File: src/rtl/line_mem_arbiter_pkg.sv
// Shared types and defaults for the line memory arbiter.
// Build option: ARB_PERF_CNT_EN enables per-channel grant/wait counters.
package rv32i_types;

  localparam int ARB_NUM_CH = 2;
  localparam int ARB_ADDR_W = 32;
  localparam int ARB_LINE_W = 256;

  typedef enum logic [1:0] {
    IDLE  = 2'd0,
    ISSUE = 2'd1,
    DONE  = 2'd2
  } arb_state_t;

  function automatic int idx_w(input int n);
    return (n > 1) ? $clog2(n) : 1;
  endfunction

endpackage

File: src/rtl/line_mem_arbiter_if.sv
// Requester-side and memory-side bus of the line memory arbiter.
// master: arbiter view; slave: requesters plus physical memory.
interface line_mem_arbiter_if
  import rv32i_types::*;
#(
  parameter int NUM_CH = ARB_NUM_CH,
  parameter int ADDR_W = ARB_ADDR_W,
  parameter int LINE_W = ARB_LINE_W
);

  logic [NUM_CH-1:0]             ch_read;
  logic [NUM_CH-1:0]             ch_write;
  logic [NUM_CH-1:0][ADDR_W-1:0] ch_addr;
  logic [NUM_CH-1:0][LINE_W-1:0] ch_wdata;
  logic [LINE_W-1:0]             ch_rdata;
  logic [NUM_CH-1:0]             ch_resp;

  logic              mem_read;
  logic              mem_write;
  logic [ADDR_W-1:0] mem_addr;
  logic [LINE_W-1:0] mem_wdata;
  logic [LINE_W-1:0] mem_rdata;
  logic              mem_resp;

  modport master (
    input  ch_read, ch_write,
    input  ch_addr, ch_wdata,
    output ch_rdata, ch_resp,
    output mem_read, mem_write,
    output mem_addr, mem_wdata,
    input  mem_rdata, mem_resp
  );

  modport slave (
    output ch_read, ch_write,
    output ch_addr, ch_wdata,
    input  ch_rdata, ch_resp,
    input  mem_read, mem_write,
    input  mem_addr, mem_wdata,
    output mem_rdata, mem_resp
  );

endinterface

File: src/rtl/line_mem_arbiter_rr_picker.sv
// Find-first requesting channel at or after the round-robin pointer.
// Search wraps modulo NUM_CH.
module rr_picker #(
  parameter int NUM_CH = 2,
  parameter int IW     = 1
) (
  input  logic [NUM_CH-1:0] req_i,
  input  logic [IW-1:0]     ptr_i,
  output logic              valid_o,
  output logic [IW-1:0]     idx_o
);

  always_comb begin
    int j;
    j       = 0;
    valid_o = 1'b0;
    idx_o   = '0;
    for (int k = 0; k < NUM_CH; k++) begin
      j = int'(ptr_i) + k;
      if (j >= NUM_CH) j = j - NUM_CH;
      if (!valid_o && req_i[j]) begin
        valid_o = 1'b1;
        idx_o   = IW'(j);
      end
    end
  end

endmodule

File: src/rtl/line_mem_arbiter.sv
// Round-robin arbiter of NUM_CH line requesters onto one burst port.
// Build option: ARB_PERF_CNT_EN adds grant_cnt/wait_cnt outputs.
module line_mem_arbiter
  import rv32i_types::*;
#(
  parameter int NUM_CH = ARB_NUM_CH,
  parameter int ADDR_W = ARB_ADDR_W,
  parameter int LINE_W = ARB_LINE_W
) (
  input  logic clk,
  input  logic rst,
  line_mem_arbiter_if.master bus
`ifdef ARB_PERF_CNT_EN
  ,
  output logic [NUM_CH-1:0][31:0] grant_cnt,
  output logic [NUM_CH-1:0][31:0] wait_cnt
`endif
);

  localparam int IW = idx_w(NUM_CH);

  localparam logic [1:0] S_IDLE  = IDLE;
  localparam logic [1:0] S_ISSUE = ISSUE;
  localparam logic [1:0] S_DONE  = DONE;

  logic [1:0]        state_q, state_d;
  logic [IW-1:0]     ptr_q, ptr_d;
  logic [IW-1:0]     idx_q, idx_d;
  logic [ADDR_W-1:0] addr_q, addr_d;
  logic [LINE_W-1:0] wdata_q, wdata_d;
  logic [LINE_W-1:0] rdata_q, rdata_d;
  logic              rd_q, rd_d;
  logic              wr_q, wr_d;

  logic [NUM_CH-1:0] req;
  logic              pick_v;
  logic [IW-1:0]     pick_idx;

  assign req = bus.ch_read | bus.ch_write;

  rr_picker #(
    .NUM_CH (NUM_CH),
    .IW     (IW)
  ) u_pick (
    .req_i   (req),
    .ptr_i   (ptr_q),
    .valid_o (pick_v),
    .idx_o   (pick_idx)
  );

  always_comb begin
    state_d = state_q;
    ptr_d   = ptr_q;
    idx_d   = idx_q;
    addr_d  = addr_q;
    wdata_d = wdata_q;
    rdata_d = rdata_q;
    rd_d    = rd_q;
    wr_d    = wr_q;
    unique case (1'b1)
      (state_q == S_IDLE): begin
        if (pick_v) begin
          state_d = S_ISSUE;
          idx_d   = pick_idx;
          addr_d  = bus.ch_addr[pick_idx];
          wdata_d = bus.ch_wdata[pick_idx];
          // Read+write on one channel is illegal; write wins.
          wr_d    = bus.ch_write[pick_idx];
          rd_d    = ~bus.ch_write[pick_idx];
        end
      end
      (state_q == S_ISSUE): begin
        if (bus.mem_resp) begin
          state_d = S_DONE;
          rd_d    = 1'b0;
          wr_d    = 1'b0;
          if (rd_q) rdata_d = bus.mem_rdata;
        end
      end
      (state_q == S_DONE): begin
        state_d = S_IDLE;
        ptr_d   = (idx_q == IW'(NUM_CH - 1)) ? '0 : idx_q + 1'b1;
      end
      default: state_d = S_IDLE;
    endcase
  end

  always_ff @(posedge clk or negedge rst) begin
    if (!rst) begin
      state_q <= S_IDLE;
      ptr_q   <= '0;
      idx_q   <= '0;
      addr_q  <= '0;
      wdata_q <= '0;
      rdata_q <= '0;
      rd_q    <= 1'b0;
      wr_q    <= 1'b0;
    end else begin
      state_q <= state_d;
      ptr_q   <= ptr_d;
      idx_q   <= idx_d;
      addr_q  <= addr_d;
      wdata_q <= wdata_d;
      rdata_q <= rdata_d;
      rd_q    <= rd_d;
      wr_q    <= wr_d;
    end
  end

  assign bus.mem_read  = rd_q;
  assign bus.mem_write = wr_q;
  assign bus.mem_addr  = addr_q;
  assign bus.mem_wdata = wdata_q;
  assign bus.ch_rdata  = rdata_q;
  assign bus.ch_resp   = (state_q == S_DONE) ?
                         (NUM_CH'(1) << idx_q) : '0;

`ifdef ARB_PERF_CNT_EN
  logic [NUM_CH-1:0][31:0] gcnt_q, wcnt_q;
  logic [NUM_CH-1:0]       g_inc, w_inc;

  always_comb begin
    g_inc = '0;
    w_inc = '0;
    for (int i = 0; i < NUM_CH; i++) begin
      if (state_q == S_IDLE) begin
        g_inc[i] = pick_v && (pick_idx == IW'(i));
        w_inc[i] = req[i] && !g_inc[i];
      end else begin
        w_inc[i] = req[i] && (idx_q != IW'(i));
      end
    end
  end

  always_ff @(posedge clk or negedge rst) begin
    if (!rst) begin
      gcnt_q <= '0;
      wcnt_q <= '0;
    end else begin
      for (int i = 0; i < NUM_CH; i++) begin
        if (g_inc[i] && (gcnt_q[i] != '1))
          gcnt_q[i] <= gcnt_q[i] + 32'd1;
        if (w_inc[i] && (wcnt_q[i] != '1))
          wcnt_q[i] <= wcnt_q[i] + 32'd1;
      end
    end
  end

  assign grant_cnt = gcnt_q;
  assign wait_cnt  = wcnt_q;
`endif

endmodule

File: src/flat_wrapper.sv
// flat-port wrapper written by rule: the top's interface ports become plain ports
module line_mem_arbiter_flat import rv32i_types::*;
#(
  parameter int NUM_CH = ARB_NUM_CH,
  parameter int ADDR_W = ARB_ADDR_W,
  parameter int LINE_W = ARB_LINE_W
)
  (clk, rst, bus_ch_read, bus_ch_write, bus_ch_addr, bus_ch_wdata, bus_ch_rdata, bus_ch_resp, bus_mem_read, bus_mem_write, bus_mem_addr, bus_mem_wdata, bus_mem_rdata, bus_mem_resp);
  line_mem_arbiter_if #(.NUM_CH(NUM_CH), .ADDR_W(ADDR_W), .LINE_W(LINE_W)) bus_i ();
  input  logic clk;
  input  logic rst;
  input wire logic [$bits(bus_i.ch_read)-1:0] bus_ch_read;
  input wire logic [$bits(bus_i.ch_write)-1:0] bus_ch_write;
  input wire logic [$bits(bus_i.ch_addr)-1:0] bus_ch_addr;
  input wire logic [$bits(bus_i.ch_wdata)-1:0] bus_ch_wdata;
  output wire logic [$bits(bus_i.ch_rdata)-1:0] bus_ch_rdata;
  output wire logic [$bits(bus_i.ch_resp)-1:0] bus_ch_resp;
  output wire logic [$bits(bus_i.mem_read)-1:0] bus_mem_read;
  output wire logic [$bits(bus_i.mem_write)-1:0] bus_mem_write;
  output wire logic [$bits(bus_i.mem_addr)-1:0] bus_mem_addr;
  output wire logic [$bits(bus_i.mem_wdata)-1:0] bus_mem_wdata;
  input wire logic [$bits(bus_i.mem_rdata)-1:0] bus_mem_rdata;
  input wire logic [$bits(bus_i.mem_resp)-1:0] bus_mem_resp;
  assign bus_i.ch_read = bus_ch_read;
  assign bus_i.ch_write = bus_ch_write;
  assign bus_i.ch_addr = bus_ch_addr;
  assign bus_i.ch_wdata = bus_ch_wdata;
  assign bus_ch_rdata = bus_i.ch_rdata;
  assign bus_ch_resp = bus_i.ch_resp;
  assign bus_mem_read = bus_i.mem_read;
  assign bus_mem_write = bus_i.mem_write;
  assign bus_mem_addr = bus_i.mem_addr;
  assign bus_mem_wdata = bus_i.mem_wdata;
  assign bus_i.mem_rdata = bus_mem_rdata;
  assign bus_i.mem_resp = bus_mem_resp;
  line_mem_arbiter #(.NUM_CH(NUM_CH), .ADDR_W(ADDR_W), .LINE_W(LINE_W)) u_core (.clk(clk), .rst(rst), .bus(bus_i));
endmodule
File: config.mk
export PLATFORM = sky130hd
export DESIGN_NAME = line_mem_arbiter_flat
export DESIGN_NICKNAME = d
export VERILOG_FILES = /design/src/rtl/line_mem_arbiter_pkg.sv /design/src/rtl/line_mem_arbiter_if.sv /design/src/rtl/line_mem_arbiter_rr_picker.sv /design/src/rtl/line_mem_arbiter.sv /design/src/flat_wrapper.sv
export SDC_FILE = /design/constraint.sdc
export NUM_CORES = 1
export LEC_CHECK = 0
export CORE_AREA = 2 2 536 538
export CTS_BUF_LIST = sky130_fd_sc_hd__clkbuf_8 sky130_fd_sc_hd__clkbuf_16
export CTS_CLUSTER_SIZE = 8
export DETAILED_ROUTE_END_ITERATION = 6
export DIE_AREA = 0 0 538 540
export PLACE_DENSITY = 0.35
export SYNTH_ARGS = -nofsm -noshare
export SYNTH_HDL_FRONTEND = slang
export SYNTH_SLANG_ARGS = --single-unit
File: constraint.sdc
create_clock -name clk -period 4.6 [get_ports clk]
set_input_delay 0.92 -clock clk [delete_from_list [all_inputs] [get_ports clk]]
set_output_delay 0.92 -clock clk [all_outputs]
set_load 0.02 [all_outputs]
==> results of run 1 <==
==> where the power goes <==
part           switching (W)  leakage, nW  internal [W]  total (W)
combinational         0.0104         8.99       0.00720     0.0176
sequential           0.00180         6.38       0.00735    0.00914
clock                0.00269         1.40       0.00401    0.00670
==> kinds of logic (layout without fill, tap and decap cells) <==
logic type	Yosys count	count (layout)	share of synthesized area
AOI/OAI and AO/OA	873	873	0.197
DFF	550	550	0.570
and+or+nand+nor	304	304	0.0635
muxes	257	257	0.120
buffers and inverters	252	1610	0.0502
other	0	18	0
==> state kept, by name, summed over array words and instances (netlist names) <==
name,flops
u_core.bus.ch_rdata,256
u_core.bus.mem_wdata,256
u_core.bus.mem_addr,32
u_core.state_q,2
u_core.bus.mem_read,1
u_core.bus.mem_write,1
u_core.idx_q,1
u_core.ptr_q,1
==> synth_stat cells <==
library cell,count,share of area
a21o_1,1,0.00031
o21bai_1,1,0.00031
mux2_2,257,0.12
or2_2,2,0.00052
dfrtp_1,550,0.57
a21boi_0,1,0.00031
or4_1,1,0.00031
buf_1,4,0.00062
inv_1,2,0.00031
nand3_1,288,0.060
nor3_1,1,0.00021
o211ai_1,1,0.00031
nand3b_1,1,0.00031
nor3b_1,1,0.00031
a31oi_1,288,0.075
o31ai_1,1,0.00031
nor4_1,1,0.00026
and3_1,1,0.00026
a21oi_1,289,0.060
nor2_2,3,0.00078
buf_6,23,0.011
clkbuf_1,150,0.023
and2_1,1,0.00026
nor2_1,2,0.00031
o21ai_0,281,0.058
o21ba_1,1,0.00041
buf_2,72,0.015
o2bb2ai_1,1,0.00036
buf_4,1,0.00031
o21ai_1,8,0.0017
nand2_1,2,0.00031
==> critical path, stage by stage, from the launching register on <==
cell             delay (ns)
dfrtp_1                0.45
inv_1                  0.13
and3_1                 0.20
clkdlybuf4s50_1        0.88
==> stage by stage <==
step | hold WS [ns] | power (W) | setup slack, ns
6_report | 0.0885 | 0.0335 | 1.24
5_1_grt | 0.0976 | 0.0356 | 1.10
4_1_cts | 0.0632 | 0.0343 | 1.08
3_5_place_dp | 0.492 | 0.0272 | 1.35
3_3_place_gp | 0.481 | 0.0272 | 1.42
2_1_floorplan | 0.466 | 0.0162 | 2.40
==> metal layers <==
| layer | vias up | GRT usage | wire, um |
|---|---|---|---|
| li1 | 10993 | - | - |
| met1 | 12467 | 0.143 | 74500 |
| met2 | 1477 | 0.214 | 91700 |
| met3 | 310 | 0.0886 | 31500 |
| met4 | 40 | 0.0310 | 4700 |
| met5 | - | 0 | 271 |
==> layout by cell type (no fill, tap or decap), types with 9 or more instances in the layout <==
| cell | count |
|---|---|
| clkbuf_16 | 91 |
| clkbuf_8 | 9 |
| diode_2 | 18 |
| clkdlybuf4s50_1 | 1384 |
| a31oi_1 | 288 |
| dfrtp_1 | 550 |
| nand3_1 | 288 |
| buf_4 | 61 |
| o21ai_0 | 281 |
| a21oi_1 | 289 |
| buf_12 | 32 |
| inv_1 | 17 |
| mux2_2 | 257 |
==> layout make-up <==
| type | instances | share of cell area |
|---|---|---|
| Clock buffer | 100 | 0.0528 |
| Tap cell | 3762 | 0.104 |
| Antenna cell | 18 | 0.000991 |
| Sequential cell | 550 | 0.303 |
| Inverter | 2 | 0.000165 |
| Multi-Input combinational cell | 1434 | 0.203 |
| Timing Repair Buffer | 1478 | 0.329 |
| Clock inverter | 30 | 0.00740 |
==> path summary, 6_finish.rpt <==
path	end	cells past startpoint
max in group asynchronous	u_core.bus.mem_wdata[230]	3
worst min register to register	u_core.bus.ch_rdata[168]	1
worst max register to register	u_core.bus.mem_wdata[183]	5
worst min-delay path	u_core.bus.ch_rdata[172]	1
worst max-delay path	bus_ch_resp[1]	3
min in group clk	u_core.bus.ch_rdata[168]	1
==> results.toml, run 1 <==
[route]
drt_wl_total_um = 203000
ant_nets = 0
vias = 25287
remaining_drc_errors = 0
drtIter0Drc = 1581
dr.pass1.iters = 5
vias_per_cell = 3.43
wl_per_cell_um = 27.5

[status]
status = "finished clean"

[timing]
hold_violations = 0
min_period_over_period = 0.731
slew_violations = 0
relSlewSlack = 0.380
tns_ns = 0
fin_skew_ns = 0.0704
tightest_slew_ns = 0.929
fin_crit_ns = 3.36
rsz0062_at_grt = "false"
setup_violations = 0
max_freq_mhz = 297

[synthesis]
yosysWarnings = 0
syn-num-nets = 3075
ys_types = 31
synthCells = 2236
yosysSeqAreaShare = 0.570
ys_seq_elements = 550
synth_area_per_cell_um2 = 10.8
syn_area_um2 = 24200

[setup_path]
cp_max_fo = 5
cp-startpoint = "u_core.state_q[0]"
end_kind = "output pin"
reg2reg_slack_ns = 2.28
required_ns = 3.68
path_class = "flop to output pin"
rr_startpoint = "u_core.state_q[0]"
arrival_ns = 2.44
startpoint_type = "flop"

[grt]
grt_usage = 0.133
grt_antenna_before_repair = 94
grt_pass1_vias = 26006
grt_max_degree = 125
grt_pass1_wl_um = 260000
overflow = 0

[final_layout]
multi_input_area_um2 = 9230
seq_area_um2 = 13800
final_area_um2 = 45500
fillers = 31754
drive_above_1_share = 0.132
area_delta_synth_final_pct = 88.2
nets = 4396
fin_cells = 7374
finish.utilization = 0.160

[placement]
placed_cells = 7226
portBuffers = 1386
dpl_cell_area_um2 = 42700
gp_congestion = 0.840
dpl.hpwl_um = 165000

[job]
maxCapViolCount = 0

[clocking]
cts_setup_buffers = 0
cts_made_buffers = 91
clock_latency_ns = 0.84
cts_resized = 0
clkSinkCount = 550
htreeDepth = 3
cts-hold-fix-buffers = 0
clkTransAtPathRegs_ns = 0.05
cts_root_buf = "clkbuf_16"
cts_buffer_depth = 4
cts_tree = "done"

[pwr]
powerDensity_nw_per_um2 = 737
power.leakage_nw = 16.8
ir_worst_vdd_mv = 0.344

[die]
initial_utilization = 0.0849
core_region_area_um2 = 284000
fp.dieW_um = 538
die-height_um = 540
die_area_um2 = 291000
num_io_pins = 1387
num_rows = 196

[worst_hold_path]
worstHoldPathType = "primary input to async pin"
Power figures use the tool's default switching activity.
==> run 2, diff against run 1 <==
- CORE_AREA: 2 2 536 538 -> 2 2 540 542
- DIE_AREA: 0 0 538 540 -> 0 0 542 544
- clock period: 4.6 -> 3.55 ns (I/O delays scaled with it)
==> results.toml, run 2 (synthesis results as in run 1) <==
[placement]
portBuffers = 1386
gp_congestion = 0.870
dpl.hpwl_um = 168000

[pwr]
netSwitchingPower_w = 0.0193
seq_power_share = 0.276
sw_frac_of_total = 0.452
ir_worst_vdd_mv = 0.344
p_total_w = 0.0428
p_clk_frac = 0.182
comb_power_share = 0.542
power.leakage_nw = 16.8
internal_power_w = 0.0235
powerDensity_nw_per_um2 = 941

[setup_path]
reg2reg_slack_ns = 1.21
required_ns = 2.84
cp.buffers_inverters = 1
cp_max_fo = 7
cp-startpoint = "u_core.state_q[1]"
path_depth = 2
critPathMaxStageDelay_ns = 0.93
critical_path.top_delay_family = "buffers and inverters"
arrival_ns = 2.41
crit_slowest_cell = "clkdlybuf4s50_1"
startpoint_type = "flop"
crit_chain = "nor3b_1 -> clkdlybuf4s50_1"
r2r_cells = 4
path_class = "flop to output pin"
rr_startpoint = "u_core.state_q[1]"
rr_endpoint = "u_core.bus.mem_wdata[21]"
critical_path.endpoint = "bus_ch_resp[0]"
end_kind = "output pin"

[timing]
relSlewSlack = 0.280
min_period_over_period = 0.879
setup_violations = 0
slew_violations = 0
tns_ns = 0
hold_violations = 0
tightest_slew_ns = 1.08
max_freq_mhz = 320
fin_crit_ns = 3.12
rsz0062_at_grt = "false"
fin_skew_ns = 0.0418

[route]
remaining_drc_errors = 0
ant_nets = 0
dr.pass1.iters = 5
vias = 25319
vias_per_cell = 3.41
wl_per_cell_um = 27.3
drt_wl_total_um = 203000
drtIter0Drc = 1596

[clocking]
cts_buffer_depth = 4
clock_latency_ns = 0.79
cts_setup_buffers = 0
clkSinkCount = 550
cts_root_buf = "clkbuf_16"
cts_made_buffers = 88
htreeDepth = 3
cts_tree = "done"
clkTransAtPathRegs_ns = 0.05

[final_layout]
area_delta_synth_final_pct = 88.1
nets = 4423
final_cell_mix = "clkdlybuf4s50_1 (1379), dfrtp_1 (550), a21oi_1 (289)"
final_common_cell = "clkdlybuf4s50_1"
drive_above_1_share = 0.139

[die]
fp.dieW_um = 542
num_io_pins = 1387
die_area_um2 = 295000
initial_utilization = 0.0835
die-height_um = 544
core_region_area_um2 = 289000
num_rows = 198

[grt]
grt_pass1_wl_um = 262000
overflow = 0
grt_pass1_vias = 26630
grt_antenna_before_repair = 93
grt_max_degree = 102
grt_usage = 0.131

[worst_hold_path]
worstHoldPathType = "primary input to async pin"

[job]
maxCapViolCount = 0

[status]
status = "finished clean"
[run 2: cell count changes in the layout (fill, tap and decap cells not counted), sizes merged]
| cell | change |
|---|---|
| diode | -4 |
| clkinv | +5 |
| bufinv | -6 |
| clkbuf | -9 |
| inv | -5 |
| buf | +34 |
| clkdlybuf4s50 | -5 |
| dlygate4sd3 | +1 |
[run 2: worst reg2reg max path, stage by stage, from the launching register on]
cell     delay (ns)
dfrtp_1        0.46
or2_2          0.36
nor2_4         0.84
buf_4          0.42
a31oi_1        0.12
[run 2: stage by stage]
step                      hold slack [ns]  setup slack [ns]  area (um2)  utilization  std cells
final                               0.441             0.429       45400        0.157       7423
after global routing                0.445             0.235       45400        0.157       7416
after CTS                           0.376             0.253       45400        0.157       7409
after detailed placement            0.492             0.410       43000        0.149       7293
after global placement              0.486             0.450       43000        0.149       7293
after floorplan                     0.414              1.56       24200            -       2236
[run 2: layout make-up]
class                           count  area [um2]
Timing Repair Buffer             1508       15300
Multi-Input combinational cell   1434        9230
Antenna cell                       14        35.0
Sequential cell                   550       13800
Clock buffer                       91        2240
Clock inverter                     24         148
Inverter                            2        7.51
Tap cell                         3800        4750
Fill cell                       32391      244000
[run 2: worst min-delay path by stage]
stage                           endpoint  cells past startpoint
3_5_place_dp     u_core.bus.ch_rdata[78]                      1
3_3_place_gp    u_core.bus.ch_rdata[231]                      1
2_1_floorplan     u_core.bus.ch_rdata[0]                      0
4_1_cts        u_core.bus.mem_wdata[129]                      3
6_report         u_core.bus.ch_rdata[31]                      2
5_1_grt          u_core.bus.ch_rdata[25]                      2
[run 2: power by group through the flow]
stage               registers, W  logic, W  clock network [W]
floorplan                 0.0150   0.00591                  0
global placement          0.0118    0.0237                  0
detailed placement        0.0119    0.0237                  0
CTS                       0.0119    0.0237            0.00819
global route              0.0122    0.0249            0.00837
finish                    0.0118    0.0232            0.00778
[run 2: what timing repair did]
item	CTS	global route
resized for setup	0	0
hold buffers	1	0
endpoints found under the hold margin	38	0
[run 2: metal layers]
| metal | vias up | routed length, um | track usage |
|---|---|---|---|
| met4 | 38 | 5100 | 0.0361 |
| met2 | 1407 | 90900 | 0.207 |
| met5 | - | 256 | 0 |
| li1 | 11018 | - | - |
| met1 | 12546 | 79200 | 0.150 |
| met3 | 310 | 27200 | 0.0758 |
==> run 3, diff against run 2 <==
--- a/constraint.sdc
+++ b/constraint.sdc
@@ -3,2 +3,2 @@
 set_output_delay 0.71 -clock clk [all_outputs]
-set_load 0.02 [all_outputs]
+set_load 0.01 [all_outputs]
==> results of run 3 <==
Same layout as run 2 (identical final DEF). Status: finished clean.
Main changes from that run: setup slack after layout 0.429 ns -> 0.497 ns; total power 0.0428 W -> 0.0403 W; worst IR drop on VDD 0.344 mV -> 0.337 mV
==> RTL change, RTL diff (settings of run 2) <==
`ARB_ADDR_W`: 32 -> 24.
--- a/src/rtl/line_mem_arbiter_pkg.sv
+++ b/src/rtl/line_mem_arbiter_pkg.sv
@@ -3,7 +3,7 @@
 package rv32i_types;
 
   localparam int ARB_NUM_CH = 2;
-  localparam int ARB_ADDR_W = 32;
+  localparam int ARB_ADDR_W = 24;
   localparam int ARB_LINE_W = 256;
 
   typedef enum logic [1:0] {
Ports: changed (resized bus_ch_addr and bus_mem_addr); port bits go from 1387 to 1363. No check against the original RTL was run, so the function may have changed too.
==> RTL change against run 2 <==
  * Worst setup slack better by 0.0067 ns
  * Count of clock-buffer cells in the layout is 4 higher
  * Design area is 1.1% lower
  * Sequential cell count is 8 lower
  * Area after synthesis is 1.7% lower
  * Non-clock buffer count is 23 lower
  * Routed wire length is 0.99% lower
  * Total power is 0.87% lower
  * Critical endpoint unchanged
==> RTL change: results (changes against run 2) <==
[logic_synthesis]
synth-compound-area-share = 0.198  ; was 0.197
muxShareOfSynthArea = 0.122  ; was 0.120
synth_cell_types = 29  ; was 31
synthTopCellsByArea = dfrtp_1 57%, mux2_2 12%, a31oi_1 7.4%  ; was dfrtp_1 57%, mux2_2 12%, a31oi_1 7.5%
avgSynthCellArea_um2 = 10.8  ; about the same
yosys-top-cells-count = 542 x dfrtp_1, 281 x o21ai_0, 280 x a31oi_1, 280 x nand3_1, 261 x a21oi_1  ; was 550 x dfrtp_1, 289 x a21oi_1, 288 x a31oi_1, 288 x nand3_1, 281 x o21ai_0
syn_nets = 3014  ; was 3075
synth-main-ff-cell = dfrtp_1  ; unchanged

[place]
place_worst_setup_slack_ns = 0.475  ; was 0.410 ns
hpwlAfterDp_um = 166000  ; was 168000 µm
io_buffers = 1362  ; was 1386
place_inst = 7230  ; was 7293
placedInstanceArea_mm2 = 0.0425  ; was 0.0430 mm²
gp_congestion = 0.861  ; was 0.870

[pwr]
p_per_area_mw_per_mm2 = 943  ; was 941 mW/mm²
total_leakage_power_nw = 16.5  ; was 16.8 nW
comb-power_mw = 23.0
vdd.ir_drop.worst_mv = 0.412  ; was 0.344 mV
seqPwrFrac = 0.272  ; was 0.276
internal_power_mw = 23.3  ; was 23.5 mW

[drt]
totalWireLength_um = 201000  ; was 203000 µm
vias = 24800  ; was 25300
drt_iter0_drc = 1272  ; was 1596

[setup_path]
r2r_setup_slack_ns = 1.27  ; was 1.21 ns
r2r_end = u_core.bus.mem_wdata[26]  ; was u_core.bus.mem_wdata[21]
reg2reg_depth = 5  ; was 4
cp_max_fo = 7  ; unchanged

[finish]
fin_nets = 4343  ; was 4423
stdcell_count = 7369  ; was 7423
final_layout_size_suffix_gt1_frac = 0.146  ; was 0.139

[status]
status = finished clean  ; unchanged

[timing]
skew_ns = 0.0855  ; was 0.0418 ns
worstMarginPinSlew_ns = 0.822  ; was 1.08 ns
hold_slack_ns = 0.470  ; was 0.441 ns

[clocking]
worstSkewPairLatency_ns = 0.82  ; was 0.79 ns
numCtsBuffers = 87  ; was 88

[global_route]
grt_max_degree = 115  ; was 102
grt_usage = 0.130  ; was 0.131

RTL change: changes by cell type in the layout (fill, tap and decap cells not counted), moves of 8 or more:
cell,run 2,this run
a21oi_1,289,261
a21oi_2,0,20
a31oi_1,288,280
clkdlybuf4s50_1,1379,1357
dfrtp_1,550,542
diode_2,14,24
nand3_1,288,280
o21ai_1,8,0
RTL change: final cells by class:
| type | instances | area [µm²] |
|---|---|---|
| antenna | 24 | 60.1 |
| clock buffer | 95 | 2300 |
| clock inverter | 19 | 126 |
| fill | 32400 | 244000 |
| inverter | 2 | 7.51 |
| multi-input combinational | 1402 | 9130 |
| sequential | 542 | 13600 |
| tap | 3800 | 4750 |
| timing repair buffer | 1485 | 15000 |
RTL change: metal layers:
layer | wire, µm | GRT usage | up-vias
li1 | - | - | 10800
met1 | 75200 | 0.143 | 12400
met2 | 88400 | 0.202 | 1295
met3 | 31400 | 0.0894 | 260
met4 | 5350 | 0.0360 | 44
met5 | 278 | 0 | -
